--- config.mk ---
export PLATFORM = sky130hd
export DESIGN_NAME = tmds_encoder_3ch
export DESIGN_NICKNAME = d
export VERILOG_FILES = /design/src/rtl/tmds_encoder_3ch.sv
export SDC_FILE = /design/constraint.sdc
export NUM_CORES = 1
export LEC_CHECK = 0
export ABC_AREA = 1
export BUFFER_PORTS_ARGS = -buffer_cell sky130_fd_sc_hd__buf_4
export CAP_MARGIN = 20
export CORE_MARGIN = 4
export CORE_UTILIZATION = 61
export CTS_CLUSTER_DIAMETER = 100
export DETAILED_ROUTE_END_ITERATION = 16
export PLACE_DENSITY = 0.82
export SKIP_LAST_GASP = 1
export SLEW_MARGIN = 25
export SYNTH_ARGS = -nofsm -noshare
export SYNTH_HDL_FRONTEND = slang
export SYNTH_SLANG_ARGS = --single-unit
--- constraint.sdc ---
create_clock -name i_clk -period 5.8 [get_ports i_clk]
set_input_delay 0.29 -clock i_clk [delete_from_list [all_inputs] [get_ports i_clk]]
set_output_delay 0.29 -clock i_clk [all_outputs]
set_load 0.01 [all_outputs]
--- src/rtl/tmds_encoder_3ch.sv ---
// TMDS 8b/10b encoder for the three DVI/HDMI colour channels, with running disparity per channel.
// Latency: 2 cycles from i_* to o_tmds/o_de; stage 1 builds q_m, stage 2 balances DC or emits a control token.
// Backpressure: none; one pixel is accepted every cycle.
//
// Ports:
//   i_clk, i_rst      pixel clock; asynchronous active-high reset
//   i_de              active video (1) / blanking (0)
//   i_hsync, i_vsync  syncs, sent on channel 0 as control tokens during blanking
//   i_ctl[3:0]        CTL3..CTL0 for channels 2/1 (present only when TMDS_CTL_EN is defined)
//   i_data[3]         [2]=R, [1]=G, [0]=B
//   o_tmds[3]         [0]=blue/ch0, [1]=green/ch1, [2]=red/ch2; bit 0 is sent first
//   o_de              i_de aligned to o_tmds
// Optional macro: TMDS_CTL_EN adds i_ctl; without it, channels 1/2 send the c1c0=00 token.
module tmds_encoder_3ch #(
    parameter int p_data_width = 8,
    parameter int p_sym_width  = 10
) (
    input  logic                    i_clk,
    input  logic                    i_rst,
    input  logic                    i_de,
    input  logic                    i_hsync,
    input  logic                    i_vsync,
`ifdef TMDS_CTL_EN
    input  logic [3:0]              i_ctl,
`endif
    input  logic [p_data_width-1:0] i_data [3],
    output logic [p_sym_width-1:0]  o_tmds [3],
    output logic                    o_de
);

    generate
        if (p_data_width != 8 || p_sym_width != 10) begin : g_bad_width
            $error("tmds_encoder_3ch: only p_data_width=8 / p_sym_width=10 are supported");
        end
    endgenerate

    localparam logic [9:0] lc_tok00 = 10'b1101010100;
    localparam logic [9:0] lc_tok01 = 10'b0010101011;
    localparam logic [9:0] lc_tok10 = 10'b0101010100;
    localparam logic [9:0] lc_tok11 = 10'b1010101011;

    function automatic logic [3:0] f_popcount(input logic [7:0] v);
        logic [3:0] n;
        n = 4'd0;
        for (int i = 0; i < 8; i++) begin
            n = n + {3'd0, v[i]};
        end
        return n;
    endfunction

    function automatic logic [9:0] f_token(input logic [1:0] c);
        logic [9:0] t;
        case (c)
            2'b00:   t = lc_tok00;
            2'b01:   t = lc_tok01;
            2'b10:   t = lc_tok10;
            default: t = lc_tok11;
        endcase
        return t;
    endfunction

    // Shared control pipeline: de/syncs/ctl travel with q_m, de continues to the output.
    logic       de_s1_q;
    logic       hsync_s1_q;
    logic       vsync_s1_q;
    logic       de_s2_q;
    logic [3:0] ctl_s1;

    always_ff @(posedge i_clk or posedge i_rst) begin
        if (i_rst) begin
            de_s1_q    <= 1'b0;
            hsync_s1_q <= 1'b0;
            vsync_s1_q <= 1'b0;
            de_s2_q    <= 1'b0;
        end else begin
            de_s1_q    <= i_de;
            hsync_s1_q <= i_hsync;
            vsync_s1_q <= i_vsync;
            de_s2_q    <= de_s1_q;
        end
    end

`ifdef TMDS_CTL_EN
    logic [3:0] ctl_s1_q;

    always_ff @(posedge i_clk or posedge i_rst) begin
        if (i_rst) begin
            ctl_s1_q <= 4'd0;
        end else begin
            ctl_s1_q <= i_ctl;
        end
    end

    assign ctl_s1 = ctl_s1_q;
`else
    assign ctl_s1 = 4'd0;
`endif

    assign o_de = de_s2_q;

    for (genvar ch = 0; ch < 3; ch++) begin : g_ch
        logic [8:0]        qm_d;
        logic [8:0]        qm_q;
        logic [9:0]        sym_d;
        logic [9:0]        sym_q;
        logic signed [4:0] cnt_d;
        logic signed [4:0] cnt_q;
        logic [3:0]        n1;
        logic [3:0]        n1q;
        logic signed [4:0] diff;
        logic              use_xnor;
        logic [1:0]        ctl_c;

        if (ch == 0) begin : g_c0
            assign ctl_c = {vsync_s1_q, hsync_s1_q};
        end else if (ch == 1) begin : g_c1
            assign ctl_c = ctl_s1[1:0];
        end else begin : g_c2
            assign ctl_c = ctl_s1[3:2];
        end

        // Stage 1: transition-minimised q_m; XNOR chosen when the byte is ones-heavy.
        always_comb begin
            n1       = f_popcount(i_data[ch]);
            use_xnor = (n1 > 4'd4) || ((n1 == 4'd4) && !i_data[ch][0]);
            qm_d     = '0;
            qm_d[0]  = i_data[ch][0];
            for (int i = 1; i < 8; i++) begin
                qm_d[i] = use_xnor ? ~(qm_d[i-1] ^ i_data[ch][i]) : (qm_d[i-1] ^ i_data[ch][i]);
            end
            qm_d[8]  = ~use_xnor;
        end

        // Stage 2: cnt holds the ones-minus-zeros balance of emitted 10-bit data symbols.
        always_comb begin
            n1q   = f_popcount(qm_q[7:0]);
            // N1q - N0q = 2*N1q - 8, modulo 32 in two's complement
            diff  = $signed({n1q, 1'b0}) - 5'sd8;
            sym_d = f_token(ctl_c);
            cnt_d = 5'sd0;
            if (de_s1_q) begin
                if ((cnt_q == 5'sd0) || (n1q == 4'd4)) begin
                    sym_d = {~qm_q[8], qm_q[8], qm_q[8] ? qm_q[7:0] : ~qm_q[7:0]};
                    cnt_d = qm_q[8] ? (cnt_q + diff) : (cnt_q - diff);
                end else if ((!cnt_q[4] && (n1q > 4'd4)) || (cnt_q[4] && (n1q < 4'd4))) begin
                    // Running balance would grow: invert the payload.
                    sym_d = {1'b1, qm_q[8], ~qm_q[7:0]};
                    cnt_d = cnt_q + $signed({3'b000, qm_q[8], 1'b0}) - diff;
                end else begin
                    sym_d = {1'b0, qm_q[8], qm_q[7:0]};
                    cnt_d = cnt_q - $signed({3'b000, ~qm_q[8], 1'b0}) + diff;
                end
            end
        end

        always_ff @(posedge i_clk or posedge i_rst) begin
            if (i_rst) begin
                qm_q  <= 9'd0;
                sym_q <= lc_tok00;
                cnt_q <= 5'sd0;
            end else begin
                qm_q  <= qm_d;
                sym_q <= sym_d;
                cnt_q <= cnt_d;
            end
        end

        assign o_tmds[ch] = sym_q;
    end

endmodule

* Word-level counts from Yosys, hierarchy flattened
Cells that the tools add are included.
Storage, ports and cells: flip-flop bits (word level) 76, bits of input ports 29
Cells by class: $add $sub $neg 63, order comparisons 9, equal/unequal tests 8, mux-type cells 46, bitwise operators 51, reduce and logical (&&, ||, !) cells 28
Operators by type and width (number):
- $add A4 B1 Y4 | 24
- $mux W10 | 9
- $mux W5 | 12
- $add A5 B5 Y5 | 6
- $pmux W10 S3 | 1
- $sub A5 B5 Y5 | 6
- $not A1 Y1 | 27
- $add A3 B1 Y4 | 6
- $eq A4 B3 Y1 const B | 6
- $gt A4 B3 Y1 const B | 6
- $mux W8 | 3
- $not A8 Y8 | 3
- $mux W1 | 21
- $xor A1 B1 Y1 | 21
- $add A2 B1 Y3 | 6
- $add A5 B3 Y5 | 3
- $logic_not A5 Y1 | 3
- $sub A5 B3 Y5 | 3
- $sub A5 B5 Y5 const B | 3
- $add A1 B1 Y2 | 6
- $lt A4 B3 Y1 const B | 3
- $logic_and A1 B1 Y1 | 9
- $logic_or A1 B1 Y1 | 9
- $logic_not A1 Y1 | 6
- 3 further kinds | 3

* Logic depth before layout (Yosys ltp)
depth in word-level cells 29, depth in mapped cells 22, depth with buffers taken out 22

* Least setup slack after synthesis
OpenSTA, ideal clock, no wires.
kind reg-to-reg, from reg g_ch[1].qm_q[0], to reg g_ch[1].cnt_q[4], library setup time 120 ps, arrival time 4252 ps, slack 1428 ps, cell stages (with the launch flop) 23, period minus slack after synthesis 4372 ps, cell sequence dfrtp_1 fa_1 inv_1 fa_1 fa_1 inv_1 ha_1 inv_1 fa_1 ha_1 nor2_1 xor2_1 inv_1 ha_1 nand2_1 nor2_1 a211oi_1 xor2_1 inv_1 nand2_1 nand2_1 o21ai_0 nor2_1
On the way: cells in the longest elaborated chain, start to end 13
RTL lines:
- start, declared | RTL line 103 | logic [8:0] qm_q;
- start signal, assigned | RTL line 162 | qm_q <= qm_d;
- $add A1 B1 Y2 (*) | RTL line 46 | n = n + {3'd0, v[i]};
- $add A2 B1 Y3 (*) | RTL line 46
- $add A3 B1 Y4 (*) | RTL line 46
- $add A4 B1 Y4 (*) (4 in a row) | RTL line 46
- branches (longest 4 deep; another with $sub A5 B5 Y5)
- $mux W5 (*) | RTL line 142 | if ((cnt_q == 5'sd0) || (n1q == 4'd4)) begin
- $mux W5 (*) | RTL line 141 | if (de_s1_q) begin
- via g_ch[1].cnt_d[4] | RTL line 106 | logic signed [4:0] cnt_d;
- end signal, assigned | RTL line 164 | cnt_q <= cnt_d;
- end, declared | RTL line 107 | logic signed [4:0] cnt_q;
Mark *: on every way through the listed nets, which the timed path passes.

* Worst setup path after layout
from reg g_ch[0].qm_q[1], to reg g_ch[0].sym_q[4]
On the way: cells in the longest elaborated chain, start to end 13
RTL lines:
- start, declared | RTL line 103
- start signal, assigned | RTL line 162
- $add A1 B1 Y2 (*) | RTL line 46
- $add A2 B1 Y3 (*) | RTL line 46
- $add A3 B1 Y4 (*) | RTL line 46
- $add A4 B1 Y4 (*) (4 in a row) | RTL line 46
- $gt A4 B3 Y1 or $lt A4 B3 Y1 (tied branches) | RTL line 145 | end else if ((!cnt_q[4] && (n1q > 4'd4)) || (cnt_q[4] && (n1q < 4'd4))) begin
- $logic_and A1 B1 Y1 | RTL line 145
- $logic_or A1 B1 Y1 | RTL line 145
- $mux W10 | RTL line 145
- $mux W10 (*) | RTL line 142
- $mux W10 (*) | RTL line 141
- via g_ch[0].sym_d[4] | RTL line 104 | logic [9:0] sym_d;
- end signal, assigned | RTL line 159 | sym_q <= lc_tok00;
- end signal, assigned | RTL line 163 | sym_q <= sym_d;
- end, declared | RTL line 105 | logic [9:0] sym_q;
The timed path passes the listed nets; every way through them passes the cells marked *.

==> impl_metrics.ini <==
[synthesis]
synth_seq_area_share_pct = 30.6
syn-num-nets = 858
ys_types = 34
avgSynthCellArea_um2 = 8.35
yosys_warnings = 0
synthesis.area_mm2 = 0.00604
synth-seq-cells = 73
synth_cells = 723

[timing]
period_share_pct = 80.2
setup_viol = 0
fmax_mhz = 215
fin_crit_ns = 4.65
finalMaxSlewViolations = 0
hold_violations = 0
finalSetupTns_ns = 0
max_slew_margin_pct = 41.8
whs_ns = 0.0355
max_slew.worst_pin.slew_ns = 0.873
fin_skew_ns = 0.0127
rsz0062_at_grt = no

[worst_setup_path]
cp_num_cells = 18
endpoint = g_ch[0].sym_q[4]
crit_buf_inv = 4
r2r_slack_ns = 1.15
cpPeakStageDelay_ns = 0.53
crit_slowest_cell = fa_1
crit_path_cell_trace = fa_1 -> inv_1 -> fa_1 -> fa_1 -> inv_1 -> ha_1 -> inv_1 -> fa_1 -> xnor2_1 -> ha_1 -> a21oi_1 -> o21ai_0 -> nand2_1 -> inv_2 -> nand2_1 -> nand2_2 -> o21ai_0 -> o21ai_0
worstSetupStartpoint = g_ch[0].qm_q[1]
r2r-end = g_ch[0].sym_q[4]
cpMostUsedCell = fa_1
worstPathArrival_ns = 4.92
r2r-start = g_ch[0].qm_q[1]
r2r_cells = 18
worst-path-max-fanout = 10
path_class = reg2reg
crit_family = adder cells
cp.required_ns = 6.07
endpoint_kind = flip-flop
worst_setup_path_start_kind = flip-flop

[placed_design]
dp.cells = 910
gp_congestion = 0.900
place_hpwl_um = 9350
place_area_mm2 = 0.00663
port_buffers = 59

[clock_network]
cts_resized = 0
cts_tree = done
clk_path_buf_depth = 2
clkSinkCount = 73
holdBufCountCts = 0
clock-root-buffer = clkbuf_8
clkTransAtPathRegs_ns = 0.08
h-tree-depth = 3
clk_latency_ns = 0.36
cts_buffers = 9
cts_setup_buffers = 0

[drt]
firstDrtPassIters = 5
finalWirelength_um = 11800
routed_via_density = 5.09
drt_iter0_drc = 190
postRouteAntennaNets = 0
drc = 0
vias = 4717
wire_per_inst_um = 12.7

[floorplan]
die_area_mm2 = 0.0116
io_pins = 60
num_rows = 36
fp.dieW_um = 107
start_util_pct = 62.4
core_mm2 = 0.00968
dieHeight_um = 107

[run]
maxCapViolCount = 0

[worst_hold_path]
hold_class = in2reg
hold_depth = 1

[layout]
layout-drive-gt1-share_pct = 14.0
design_area_mm2 = 0.00683
finalNonFillerCells = 926
final_nets = 923
synthToLayoutAreaGrowth_pct = 13.1
n_antenna_cell = 0

[global_route]
grt_pass1_wl_um = 20400
grt_overflow = 0
grtUsageTotal_pct = 21.9
antenna_found_initial = 0
grt_max_degree = 74
grt_pass1_vias = 4771

[run_status]
status = completed
==> per-layer routing <==
| layer | vias up | track usage (%) | share of wire (%) |
|---|---|---|---|
| met5 | - | 0 | 0 |
| met3 | 24 | 4.44 | 3.9 |
| met2 | 90 | 38.9 | 52 |
| met4 | 0 | 8.03 | 2.1 |
| met1 | 2265 | 26.3 | 42 |
| li1 | 2338 | - | - |
==> cell families (layout without fill, tap and decap cells) <==
logic type	after synthesis	in the layout	share of synthesized area [%]
flip-flops	73	73	30.6
AO/OA/AOI/OAI	91	91	8.64
adder cells (fa/ha/maj)	106	106	26.8
XOR/XNOR	48	48	7.09
AND/OR/NAND/NOR	232	232	16.0
buffers and inverters	173	243	10.9
==> final cells by class <==
cell class,count,area [um^2]
Timing Repair Buffer,61,458
Fill cell,752,2860
Tap cell,133,166
Sequential cell,73,1850
Clock inverter,5,56.3
Inverter,166,623
Clock buffer,11,141
Multi-Input combinational cell,477,3540
==> worst min path at each step <==
stage	startpoint	slack (ns)	endpoint
floorplan	i_de	0.32	de_s1_q
global placement	i_hsync	0.40	hsync_s1_q
detailed placement	i_hsync	0.40	hsync_s1_q
CTS	i_hsync	0.02	hsync_s1_q
global route	i_hsync	0.02	hsync_s1_q
finish	i_hsync	0.04	hsync_s1_q
==> synthesized netlist by cell type, drive strengths merged <==
master / instances / share of area [%]
a211oi: 3 / 0.37
a21boi: 2 / 0.25
a21oi: 27 / 2.4
and2: 1 / 0.10
buf: 4 / 0.35
clkbuf: 3 / 0.19
dfrtp: 58 / 24
dfstp: 15 / 6.5
fa: 39 / 13
ha: 67 / 14
inv: 166 / 10
nand2: 151 / 9.7
nand3: 35 / 2.9
nand3b: 3 / 0.37
nand4: 1 / 0.10
nor2: 35 / 2.2
nor4: 2 / 0.21
o211ai: 8 / 0.99
o21a: 1 / 0.12
o21ai: 49 / 4.2
o31ai: 1 / 0.35
or2: 4 / 0.46
xnor2: 19 / 2.8
xor2: 29 / 4.3
==> flip-flops by register name, indices dropped and copies added, names as in the netlist <==
signal	flops
hsync_s1_q	1
g_ch.qm_q	27
g_ch.sym_q	30
o_de	1
de_s1_q	1
g_ch.cnt_q	12
vsync_s1_q	1
==> through the flow <==
step,setup WS (ns),utilization (%)
after floorplan,1.43,-
after global placement,1.31,68.5
after detailed placement,1.17,68.5
final,1.15,70.5
after global routing,0.803,70.5
after CTS,1.16,70.5
==> cells in the final DEF, fill, tap and decap left out, types with 8 or more instances in the layout <==
master	n
a21oi_1	25
buf_4	61
clkbuf_8	10
dfrtp_1	58
dfstp_2	15
fa_1	39
ha_1	67
inv_1	162
nand2_1	145
nand3_1	35
nor2_1	35
o211ai_1	8
o21ai_0	35
o21ai_1	12
xnor2_1	19
xor2_1	28
Power is left out: the tool's default activity adds up to more than one toggle a clock period on the data nets, which glitch-free logic cannot reach.
